===== src/rtl/cordic_pkg.sv =====
// Shared types and constants for the iterative CORDIC rotator.
// K_INV is only consumed when CORDIC_GAIN_COMP_EN is defined.
package cordic_pkg;

    localparam int ITER_MAX = 16;
    localparam int IW       = 18;
    localparam logic signed [15:0] K_INV = 16'sh26DD;

    typedef enum logic [1:0] {
        IDLE   = 2'd0,
        ROTATE = 2'd1,
        COMP   = 2'd2,
        DONE   = 2'd3
    } state_t;

    // Clamp a wide signed value into the signed 16-bit output range.
    function automatic logic [15:0] sat16(input logic signed [31:0] v);
        if (v > 32'sd32767) begin
            return 16'h7FFF;
        end else if (v < -32'sd32768) begin
            return 16'h8000;
        end else begin
            return v[15:0];
        end
    endfunction

endpackage


===== src/rtl/cordic_constants.sv =====
// Combinational arctangent ROM: alpha_i = round(atan(2^-i) * 2^14), Q1.14 radians.
module cordic_constants (
    input  logic [3:0]  addr,
    output logic [15:0] alpha
);

    always_comb begin
        case (addr)
            4'd0:    alpha = 16'h3244;
            4'd1:    alpha = 16'h1DAC;
            4'd2:    alpha = 16'h0FAE;
            4'd3:    alpha = 16'h07F5;
            4'd4:    alpha = 16'h03FF;
            4'd5:    alpha = 16'h0200;
            4'd6:    alpha = 16'h0100;
            4'd7:    alpha = 16'h0080;
            4'd8:    alpha = 16'h0040;
            4'd9:    alpha = 16'h0020;
            4'd10:   alpha = 16'h0010;
            4'd11:   alpha = 16'h0008;
            4'd12:   alpha = 16'h0004;
            4'd13:   alpha = 16'h0002;
            4'd14:   alpha = 16'h0001;
            default: alpha = 16'h0000;
        endcase
    end

endmodule


===== src/rtl/cordic_rotator.sv =====
// Iterative rotation-mode CORDIC: one micro-rotation per clock, saturated Q1.14 outputs.
// Optional gain compensation stage enabled by defining CORDIC_GAIN_COMP_EN.
module cordic_rotator
    import cordic_pkg::*;
#(
    parameter int WIDTH = 16,
    parameter int ITER  = 16
) (
    input  logic             clk,
    input  logic             rst,
    input  logic             in_valid,
    output logic             in_ready,
    input  logic [WIDTH-1:0] x_in,
    input  logic [WIDTH-1:0] y_in,
    input  logic [WIDTH-1:0] z_in,
    output logic             out_valid,
    input  logic             out_ready,
    output logic [WIDTH-1:0] x_out,
    output logic [WIDTH-1:0] y_out,
    output logic [WIDTH-1:0] z_res
);

    localparam int CW = $clog2(ITER_MAX);
    localparam logic [CW-1:0] LAST = CW'(ITER - 1);

    state_t state_reg, state_next;
    logic   in_ready_reg, in_ready_next;
    logic   out_valid_reg, out_valid_next;

    logic [CW-1:0]           iter_reg;
    logic signed [IW-1:0]    xy_reg  [2];
    logic signed [IW-1:0]    xy_next [2];
    logic [WIDTH-1:0]        sat_val [2];
    logic [WIDTH-1:0]        res_reg [2];
    logic signed [WIDTH-1:0] z_reg, z_next;
    logic [WIDTH-1:0]        zres_reg;
    logic [WIDTH-1:0]        alpha;
    logic                    d_neg, accept, last_iter;

    cordic_constants u_rom (
        .addr  (iter_reg),
        .alpha (alpha)
    );

    assign accept    = in_valid && in_ready_reg;
    assign last_iter = (iter_reg == LAST);
    assign d_neg     = z_reg[WIDTH-1];
    assign z_next    = d_neg ? (z_reg + $signed(alpha)) : (z_reg - $signed(alpha));

    // Lane 0 is x (subtracts d*y>>>i), lane 1 is y (adds d*x>>>i).
    for (genvar gi = 0; gi < 2; gi++) begin : g_lane
        logic signed [IW-1:0] shifted;
        logic                 add_sel;

        assign shifted     = xy_reg[1-gi] >>> iter_reg;
        assign add_sel     = (gi == 1) ? !d_neg : d_neg;
        assign xy_next[gi] = add_sel ? (xy_reg[gi] + shifted) : (xy_reg[gi] - shifted);

`ifdef CORDIC_GAIN_COMP_EN
        logic signed [IW+WIDTH-1:0] prod;

        assign prod        = xy_reg[gi] * K_INV;
        assign sat_val[gi] = sat16(32'(prod >>> 14));
`else
        assign sat_val[gi] = sat16(32'(xy_next[gi]));
`endif
    end

    always_ff @(posedge clk or posedge rst) begin
        if (rst) begin
            state_reg     <= IDLE;
            in_ready_reg  <= 1'b0;
            out_valid_reg <= 1'b0;
        end else begin
            state_reg     <= state_next;
            in_ready_reg  <= in_ready_next;
            out_valid_reg <= out_valid_next;
        end
    end

    always_comb begin
        state_next = state_reg;
        case (state_reg)
            IDLE: begin
                if (accept) begin
                    state_next = ROTATE;
                end
            end
            ROTATE: begin
                if (last_iter) begin
`ifdef CORDIC_GAIN_COMP_EN
                    state_next = COMP;
`else
                    state_next = DONE;
`endif
                end
            end
`ifdef CORDIC_GAIN_COMP_EN
            COMP: begin
                state_next = DONE;
            end
`endif
            DONE: begin
                if (out_ready) begin
                    state_next = IDLE;
                end
            end
            default: begin
                state_next = IDLE;
            end
        endcase
        in_ready_next  = (state_next == IDLE);
        out_valid_next = (state_next == DONE);
    end

    // Output registers are written only when the result is finalised, so they hold through DONE.
    always_ff @(posedge clk or posedge rst) begin
        if (rst) begin
            xy_reg   <= '{default: '0};
            res_reg  <= '{default: '0};
            z_reg    <= '0;
            zres_reg <= '0;
            iter_reg <= '0;
        end else begin
            case (state_reg)
                IDLE: begin
                    if (accept) begin
                        xy_reg[0] <= {{(IW-WIDTH){x_in[WIDTH-1]}}, x_in};
                        xy_reg[1] <= {{(IW-WIDTH){y_in[WIDTH-1]}}, y_in};
                        z_reg     <= z_in;
                        iter_reg  <= '0;
                    end
                end
                ROTATE: begin
                    xy_reg   <= xy_next;
                    z_reg    <= z_next;
                    iter_reg <= iter_reg + 1'b1;
`ifndef CORDIC_GAIN_COMP_EN
                    if (last_iter) begin
                        res_reg  <= sat_val;
                        zres_reg <= z_next;
                    end
`endif
                end
`ifdef CORDIC_GAIN_COMP_EN
                COMP: begin
                    res_reg  <= sat_val;
                    zres_reg <= z_reg;
                end
`endif
                default: begin
                end
            endcase
        end
    end

    assign in_ready  = in_ready_reg;
    assign out_valid = out_valid_reg;
    assign x_out     = res_reg[0];
    assign y_out     = res_reg[1];
    assign z_res     = zres_reg;

endmodule


===== config.mk =====
export PLATFORM = sky130hd
export DESIGN_NAME = cordic_rotator
export DESIGN_NICKNAME = d
export VERILOG_FILES = /design/src/rtl/cordic_pkg.sv /design/src/rtl/cordic_constants.sv /design/src/rtl/cordic_rotator.sv
export SDC_FILE = /design/constraint.sdc
export NUM_CORES = 1
export LEC_CHECK = 0
export BUFFER_PORTS_ARGS = -buffer_cell sky130_fd_sc_hd__buf_4
export CORE_UTILIZATION = 40
export CTS_BUF_LIST = sky130_fd_sc_hd__clkbuf_16
export DETAILED_ROUTE_END_ITERATION = 10
export GPL_TIMING_DRIVEN = 0
export SLEW_MARGIN = 30
export SYNTH_ARGS = -nofsm -noshare
export SYNTH_HDL_FRONTEND = slang
export SYNTH_SLANG_ARGS = --single-unit
export TNS_END_PERCENT = 10

===== constraint.sdc =====
create_clock -name clk -period 6.46 [get_ports clk]
set_clock_uncertainty 0.1 [all_clocks]
set_input_delay 1.292 -clock clk [delete_from_list [all_inputs] [get_ports clk]]
set_output_delay 1.292 -clock clk [all_outputs]
set_load 0.05 [all_outputs]

==> impl_metrics.toml <==
[outcome]
status = "finished clean"

[cts]
cts_tree = "done"
cts-buffers-inserted = 9
cts_root_buffer = "clkbuf_16"
cts_hold_buf = 0
ctsHtreeMaxLevel = 3
clk_latency_ps = 370
clockBufferDepth = 2
cts_num_sinks = 108
clkTransAtPathRegs_ps = 80

[drt]
drt_iter0_markers = 743
ant_nets = 0
routed_wl_mm = 36.66
avgViaCountPerCell = 5.876
wl_per_cell_um = 22.11
drc = 0
drt_first_pass_iters = 6
via_count = 9743

[setup_path]
arrival_ps = 6300
critical_path.top_delay_family = "compound AO/OA/AOI/OAI gates"
required_ps = 6600
r2r-start = "iter_reg[2]$_DFFE_PP0P_"
critPathBufInv = 6
cp_max_fo = 10
critical-path-max-stage-delay_ps = 480
regToRegSetupSlack_ps = 310
crit_type = "flip-flop to flip-flop"
start_kind = "flip-flop"
endpoint_kind = "flip-flop"
crit_chain = "clkbuf_2 -> buf_2 -> clkbuf_1 -> clkbuf_2 -> clkbuf_2 -> o31ai_2 -> ha_1 -> and3_1 -> and3_1 -> nor2_1 -> xor2_1 -> ha_1 -> and4_1 -> o211a_1 -> o21ai_0 -> a21oi_1 -> o21ai_0 -> o21ai_0 -> xor2_2 -> a21oi_2 -> buf_2 -> a21oi_1"
cp-startpoint = "iter_reg[2]$_DFFE_PP0P_"
cpMaxStageDelayCell = "o31ai_2"

[logic_synthesis]
synthCells = 1214
yosysWarnings = 0
synth_flop_cell = "dfrtp_1"
synth_area_leaders = "dfrtp_1 (27%), ha_1 (7.5%), nand2_1 (7.5%)"
synth_nets = 1330
synth_cell_types = 88
synth_area_per_cell_um2 = 8.348
synth_edf_count = 0
synth.largest_area_cell = "dfrtp_1"
synth.top_cell.area_share_pct = 26.67
syn_area_mm2 = 0.01013
synthArstFlopShare_pct = 100.0
ys_seq_elements = 108
synth.yosys.seq_area_share_pct = 26.67

[worst_hold_path]
min_path_type = "flip-flop to flip-flop"
min_from = "z_res[7]$_DFFE_PP0P_"

[finish]
area_delta_synth_final_pct = 15.47
num_antenna_cells = 0
stdcell_area_mm2 = 0.01170
final_common_cell = "nand2_1"
largest_register_ffs = 36
nFillCells = 2534
fin_cells = 1658
multi_input_comb_area_mm2 = 0.007008
final_cell_mix = "nand2_1 (202), nor2_1 (111), a21oi_1 (110), dfrtp_1 (106), buf_4 (105)"
drive_above_1_share_pct = 17.47
finalNetCount = 1445
regArea_mm2 = 0.002705

[floorplan]
fp.dieW_um = 161.2
row_count = 57
core_area_mm2 = 0.02460
pin_count = 102
initial_core_util_pct = 41.19
die_area_mm2 = 0.02598
fp.dieH_um = 161.2

[timing]
setup_viol_count_final = 0
period_minus_slack_ps = 6153
maxSlewViolCount = 0
setup_tns_ps = 0
finalCritPeriodShare_pct = 95.25
rsz0062_at_grt = "false"
tightestPinTransition_ps = 992.3
hold_viol = 0
hold_ws_ps = 379.4
relSlewSlack_pct = 33.60
fmax_mhz = 162.5

[global_route]
overflow = 0
antenna_found_initial = 0
grt_first_pass_wirelength_mm = 56.44
grt_pass1_vias = 9381
grtUsageTotal_pct = 28.58
grt_max_degree = 64

[place]
gp_congestion = 0.9895
dp.cells = 1640
placed_cell_area_mm2 = 0.01134
io_buffers = 101
hpwl_mm = 28.05

[run]
cap_viol_max_count = 0
worst paths after layout:
kind	endpoint	depth (start not counted)
setup / recovery	y_out[7]$_DFFE_PP0P_	22
hold / removal	z_res[7]$_DFFE_PP0P_	2
setup reg to reg	y_out[7]$_DFFE_PP0P_	22
hold reg to reg	z_res[7]$_DFFE_PP0P_	2
max in group asynchronous	xy_reg[13]$_DFFE_PP0P_	3
min in group asynchronous	z_res[12]$_DFFE_PP0P_	2
worst min-delay path, cell delays in order (launching register included):
cell and delay [ps]:
dfrtp_1 350, nand2_1 50, nand2_1 60
metal layers:
metal | GRT usage (%) | part of all wire, % | up-vias | routed length [um]
met5 | 0 | 0 | - | 0
met2 | 43.99 | 43 | 382 | 15920
li1 | - | - | 4614 | -
met3 | 4.391 | 6.3 | 51 | 2296
met1 | 40.77 | 47 | 4696 | 17320
met4 | 9.520 | 3.1 | 0 | 1122
layout make-up:
class / instances / share of cell area [%]
clock buffers: 9 / 1.925
repair buffers: 104 / 6.843
plain buffers: 69 / 2.972
multi-input cells: 1001 / 59.88
inverters: 36 / 1.219
flip-flops and latches: 108 / 23.12
well taps: 324 / 3.464
clock inverters: 7 / 0.5774
what timing repair did:
item                                    CTS  global route
pin swaps                                 1             0
gates resized for setup                   4            17
setup buffers                             2             0
endpoints found under the hold margin     0             0
endpoints found under the setup margin   30            38
per-stage QoR:
| stage | utilization (%) | setup WS [ps] |
|---|---|---|
| 4_1_cts | 47.38 | 71.69 |
| 2_1_floorplan | - | 1424 |
| 3_3_place_gp | 45.92 | -311.2 |
| 3_5_place_dp | 46.09 | -332.8 |
| 6_report | 47.56 | 306.6 |
| 5_1_grt | 47.56 | 19.14 |
synth_stat cells, drive strengths merged (20+ instances only):
cell    instances
xor2           41
mux4           28
a21oi         122
clkbuf         42
nand3          21
mux2i          26
nor2          113
nand2         202
xnor2          46
ha             61
o21ai          56
dfrtp         108
inv            36
a31oi          20
buf            27
cells by family after synthesis:
group	after synthesis	synth area share (%)
flip-flops	108	26.67
AO/OA/AOI/OAI	337	22.25
XOR/XNOR	87	7.741
buffers and inverters	105	4.630
multiplexers	72	10.86
adder cells (fa/ha/maj)	64	8.123
AND/OR/NAND/NOR	441	19.73
Power is not shown: default switching activity piles up to over one toggle a cycle in this logic, so the estimate is an artifact.
